[src/rtl/shift_pkg.sv]
// Shared types and sizing helpers for the PISO serializer family.
package shift_pkg;

  typedef enum logic {
    IDLE  = 1'b0,
    SHIFT = 1'b1
  } piso_state_t;

  // Bit-count width; a 1-bit floor keeps degenerate widths legal.
  function automatic int cnt_width(input int w);
    return (w < 2) ? 1 : $clog2(w);
  endfunction

endpackage

[src/rtl/piso_bit_counter.sv]
// Bit position counter for one serialized word; saturates at WIDTH-1.
module piso_bit_counter
  import shift_pkg::*;
#(
  parameter int WIDTH = 8,
  parameter int CW    = cnt_width(WIDTH)
) (
  input  logic          clk,
  input  logic          rst,
  input  logic          clear,
  input  logic          enable,
  output logic [CW-1:0] count,
  output logic          terminal
);

  assign terminal = (count == CW'(WIDTH - 1));

  always_ff @(posedge clk or posedge rst) begin
    if (rst)                      count <= '0;
    else if (clear)               count <= '0;
    else if (enable && !terminal) count <= count + 1'b1;
  end

endmodule

[src/rtl/piso_serializer.sv]
// Parallel-in/serial-out serializer with valid/ready load, per-word bit order,
// stall support and gap-free back-to-back words.
module piso_serializer
  import shift_pkg::*;
#(
  parameter int WIDTH      = 8,
  parameter int IDLE_LEVEL = 0
) (
  input  logic             clk,
  input  logic             rst,
  input  logic             load_valid,
  output logic             load_ready,
  input  logic [WIDTH-1:0] parallel_in,
  input  logic             lsb_first,
  input  logic             shift_en,
  output logic             serial_out,
  output logic             serial_valid,
  output logic             first_bit,
  output logic             last_bit,
  output logic             busy
);

  localparam int   CW       = cnt_width(WIDTH);
  localparam logic IDLE_BIT = (IDLE_LEVEL != 0);

  piso_state_t      state, state_next;
  logic [WIDTH-1:0] shreg;
  logic             lsb_r;
  logic             sout_r;
  logic             first_r;
  logic [CW-1:0]    count;
  logic             term;
  logic             accept;
  logic             advance;

  assign busy         = (state == SHIFT);
  assign serial_valid = busy;
  assign serial_out   = sout_r;
  assign first_bit    = first_r;
  assign last_bit     = busy && term;
  assign advance      = busy && shift_en;
  assign load_ready   = (state == IDLE) || (advance && term);
  assign accept       = load_valid && load_ready;

  // Counter returns to 0 at word end so IDLE always sits at a clean count.
  piso_bit_counter #(.WIDTH(WIDTH), .CW(CW)) u_cnt (
    .clk      (clk),
    .rst      (rst),
    .clear    (accept || (advance && term)),
    .enable   (advance),
    .count    (count),
    .terminal (term)
  );

  always_ff @(posedge clk or posedge rst) begin
    if (rst) state <= IDLE;
    else     state <= state_next;
  end

  always_comb begin
    state_next = state;
    case (state)
      IDLE:    if (accept) state_next = SHIFT;
      SHIFT:   if (advance && term && !accept) state_next = IDLE;
      default: state_next = IDLE;
    endcase
  end

  // serial_out is registered; shreg holds only the bits not yet presented.
  always_ff @(posedge clk or posedge rst) begin
    if (rst) begin
      shreg   <= '0;
      lsb_r   <= 1'b0;
      sout_r  <= IDLE_BIT;
      first_r <= 1'b0;
    end else if (accept) begin
      lsb_r   <= lsb_first;
      first_r <= 1'b1;
      if (lsb_first) begin
        sout_r <= parallel_in[0];
        shreg  <= parallel_in >> 1;
      end else begin
        sout_r <= parallel_in[WIDTH-1];
        shreg  <= parallel_in << 1;
      end
    end else if (advance) begin
      first_r <= 1'b0;
      if (term) begin
        sout_r <= IDLE_BIT;
      end else if (lsb_r) begin
        sout_r <= shreg[0];
        shreg  <= shreg >> 1;
      end else begin
        sout_r <= shreg[WIDTH-1];
        shreg  <= shreg << 1;
      end
    end
  end

  logic unused_count;
  assign unused_count = ^count;

endmodule

[config.mk]
export PLATFORM = sky130hd
export DESIGN_NAME = piso_serializer
export DESIGN_NICKNAME = d
export VERILOG_FILES = /design/src/rtl/shift_pkg.sv /design/src/rtl/piso_bit_counter.sv /design/src/rtl/piso_serializer.sv
export SDC_FILE = /design/constraint.sdc
export NUM_CORES = 1
export LEC_CHECK = 0
export ABC_AREA = 1
export BUFFER_PORTS_ARGS = -buffer_cell sky130_fd_sc_hd__buf_2
export CAP_MARGIN = 20
export CORE_ASPECT_RATIO = 1.2
export CORE_UTILIZATION = 58
export CTS_CLUSTER_DIAMETER = 150
export CTS_CLUSTER_SIZE = 25
export DETAILED_ROUTE_END_ITERATION = 12
export GPL_TIMING_DRIVEN = 0
export PLACE_DENSITY = 0.83
export REMOVE_ABC_BUFFERS = 1
export SLEW_MARGIN = 20
export SYNTH_ARGS = -nofsm -noshare
export SYNTH_HDL_FRONTEND = slang
export SYNTH_HIERARCHICAL = 1
export SYNTH_SLANG_ARGS = --single-unit
[constraint.sdc]
create_clock -name clk -period 3.56 [get_ports clk]
set_input_delay 0.712 -clock clk [delete_from_list [all_inputs] [get_ports clk]]
set_output_delay 0.712 -clock clk [all_outputs]
set_load 0.03 [all_outputs]
==> key figures <==
Placement
  – Post-DP Area: 1110 um^2
  – IO Port Bufs: 18
  – Setup Slack @ Placement: between 1 and 1.5 ns
  – HPWL Detailed: between 1.5 and 2 mm
  – Routability congestion estimate: slightly below 0.9
  – Cells after DPL: roughly 190

Power
  – Logic pwr share: 43.2%
  – Static Leak: 0.694 nW
  – Psw: 0.314 mW
  – Internal power: just under 0.4 mW
  – PD cells: between 600 and 700 nW/um^2
  – Switching part of the total: between 40% and 50%
  – Clock power share: 14.1%
  – VDD IR-drop max: between 300 and 400 uV
  – Sequential Power Share: 42.7%

Floorplan
  – Io pins: 19
  – Row cnt: 16
  – Core area: approximately 1600 um^2
  – Effective utilization at floorplan: 62.6%
  – Die Y: 48.1 um
  – Chip width: slightly above 40 um
  – Die area: a little under 2000 um^2

Final layout
  – Post-layout util: between 60% and 70%
  – Commonest cells after routing, fill and taps aside: nand2_1 (74), buf_2 (18), dfrtp_1 (15)
  – Filler cell count: 159
  – Layout Cells excl Fill: between 150 and 200
  – Area Overhead vs Synth: 10.4%
  – Total Nets Final: around 190
  – Commonest non-fill, non-tap cell in the layout: nand2_1
  – Final instance area: between 1000 and 1500 um^2
  – Diode count: 0
  – Layout cells sized above 1: between 20% and 30%

CTS
  – Worst-path clk slew: about 0.09 ns
  – Post-CTS setup buffers: 0
  – Post-cts resize count: 0
  – Clk sink count: 15
  – CTS buffer count: 3
  – Clock Path Buffers: 2
  – Hold Buf Count CTS: 0
  – CTS Root Cell: clkbuf_4
  – CTS tree: built
  – H-tree lvl count: 1
  – Clock latency on the worst-skew pair: approximately 0.29 ns

Route
  – Number of vias in the routed layout: approximately 1000
  – Final ANT Viol Nets: 0
  – Routed WL: slightly above 2 mm
  – Vias/cell: 5.23
  – DR pass1 iterations: 4
  – Iteration-0 DRC Markers: 16
  – DR WL/cell: 10.8 um
  – # DRC: 0

Global routing
  – Initial antenna violation count: 0
  – Largest net degree at the start of global routing: 18
  – First-pass GRT wire length: 3.26 mm
  – Global route overflow: 0
  – Global Route Usage Sum: 25.1%
  – Vias in the first global route: 807

Worst setup path
  – Worst reg2reg path depth: 9
  – Arrival @ worst endpoint: approximately 1.7 ns
  – Kind of critical path: reg2out
  – Buf/Inv on CP: 1
  – Crit path launch type: flip-flop
  – Worst Setup End Kind: primary output
  – Worst Path Max Fanout: 6
  – CP top delay family: adder cells
  – Crit path cell chain: ha_1 > ha_1 > nand3_1 > nand2_2 > buf_2
  – Crit path max-delay cell type: dfrtp_1
  – CP peak stage delay: 0.39 ns
  – Critical path's most frequent cell: ha_1
  – Worst EP required: approximately 2.9 ns
  – Critical path depth: 5

Synth
  – Number of distinct library cells after synthesis: 18
  – Yosys reg bits: 15
  – Cells after Synth: between 150 and 200
  – Seq/Total Area, Yosys: between 30% and 40%
  – Synth warnings: 6
  – Syn_area_per_cell: around 6.7 um^2
  – Post-synthesis cell area: between 1000 and 1500 um^2

STA
  – Fin Setup TNS: 0 ns
  – RSZ-0062 raised after global routing: false
  – Final WS setup: between 1 and 1.5 ns
  – Final setup vio count: 0
  – Achievable Freq: between 0.4 and 0.5 GHz
  – Rel. slew slack: roughly two thirds
  – Least-Margin Pin Slew: 0.501 ns
  – Fin Clk Skew: around 0.00075 ns
  – Final Slew Violations: 0
  – Fin. Hold Viols: 0
  – Period utilization: between 60% and 70%
  – Final min period: ~2.4 ns

Flow run
  – Max Cap Viol: 0

Run status
  – Status: finished clean

Hold path
  – Worst hold path class: in2async
[registers in the layout (all words and copies together), names as in the netlist]
signal,flops
shreg,8
first_bit,1
serial_out,1
u_cnt/count,3
lsb_r,1
busy,1
[final timing paths]
check                               start        endpoint  slack (ns)
min in group clk                first_bit       first_bit        0.48
setup reg to reg           u_cnt/count[0]  u_cnt/count[0]        1.77
hold / removal                        rst  u_cnt/count[0]        0.28
max in group asynchronous             rst           lsb_r        2.78
hold reg to reg                 first_bit       first_bit        0.48
setup / recovery           u_cnt/count[0]      load_ready        1.18
[cell families (layout without fill, tap and decap cells)]
logic type               Yosys count  after routing  synth area share, %
adder cells (fa/ha/maj)            2              2                 2.44
AND/OR/NAND/NOR                  105            105                 46.4
flip-flops                        15             15                 36.5
AO/OA/AOI/OAI                     10             10                 5.12
buffers and inverters             22             39                 9.50
[metal layers]
layer / vias up / wire length [um] / GRT usage (%)
met4: 0 / 32 / 11.3
met2: 26 / 1060 / 42.9
met3: 5 / 71 / 5.48
met5: - / 0 / 0
met1: 447 / 882 / 29.7
li1: 510 / - / -
[power by group through the flow]
| stage | Sequential [mW] | Clock, mW | Combinational (mW) |
|---|---|---|---|
| 2_1_floorplan | 0.307 | 0 | 0.219 |
| 3_3_place_gp | 0.299 | 0 | 0.292 |
| 3_5_place_dp | 0.303 | 0 | 0.305 |
| 4_1_cts | 0.300 | 0.100 | 0.307 |
| 5_1_grt | 0.308 | 0.107 | 0.351 |
| 6_report | 0.299 | 0.0990 | 0.303 |
[per-stage QoR]
step | total power, mW | hold slack [ns]
2_1_floorplan | 0.526 | 0.466
3_3_place_gp | 0.591 | 0.460
3_5_place_dp | 0.608 | 0.464
4_1_cts | 0.707 | 0.282
5_1_grt | 0.766 | 0.280
6_report | 0.702 | 0.284
[worst register-to-register path, cell delays in order (launching register included)]
cell and delay, ns:
dfrtp_1 0.41, ha_1 0.21, ha_1 0.28, nand3_1 0.16, nand2_2 0.11, nand2_4 0.21, nand2_1 0.11, inv_2 0.10
nand2_1 0.06, nor2_1 0.09
[cells in the mapped netlist]
master	count	area, um^2
nand2_1	74	278
buf_2	3	15.0
nor2_4	1	11.3
nand2_4	1	11.3
buf_4	1	7.51
o21ai_0	6	30.0
nor2_1	7	26.3
nor2_2	2	12.5
nand2_2	2	12.5
a21boi_1	1	7.51
dfrtp_1	15	375
inv_1	12	45.0
a21oi_1	3	15.0
nand3_2	7	70.1
inv_2	5	18.8
nand3_1	11	55.1
ha_1	2	25.0
buf_6	1	11.3
[final cells by class]
cell class	count	area, um^2	share of cell area, %
multi-input combinational	117	554	48.9
inverter	17	63.8	5.63
clock inverter	1	5.00	0.442
clock buffer	3	22.5	1.99
timing repair buffer	18	90.1	7.95
sequential	15	375	33.1
tap	18	22.5	1.99
(Power assumes the default switching activity.)
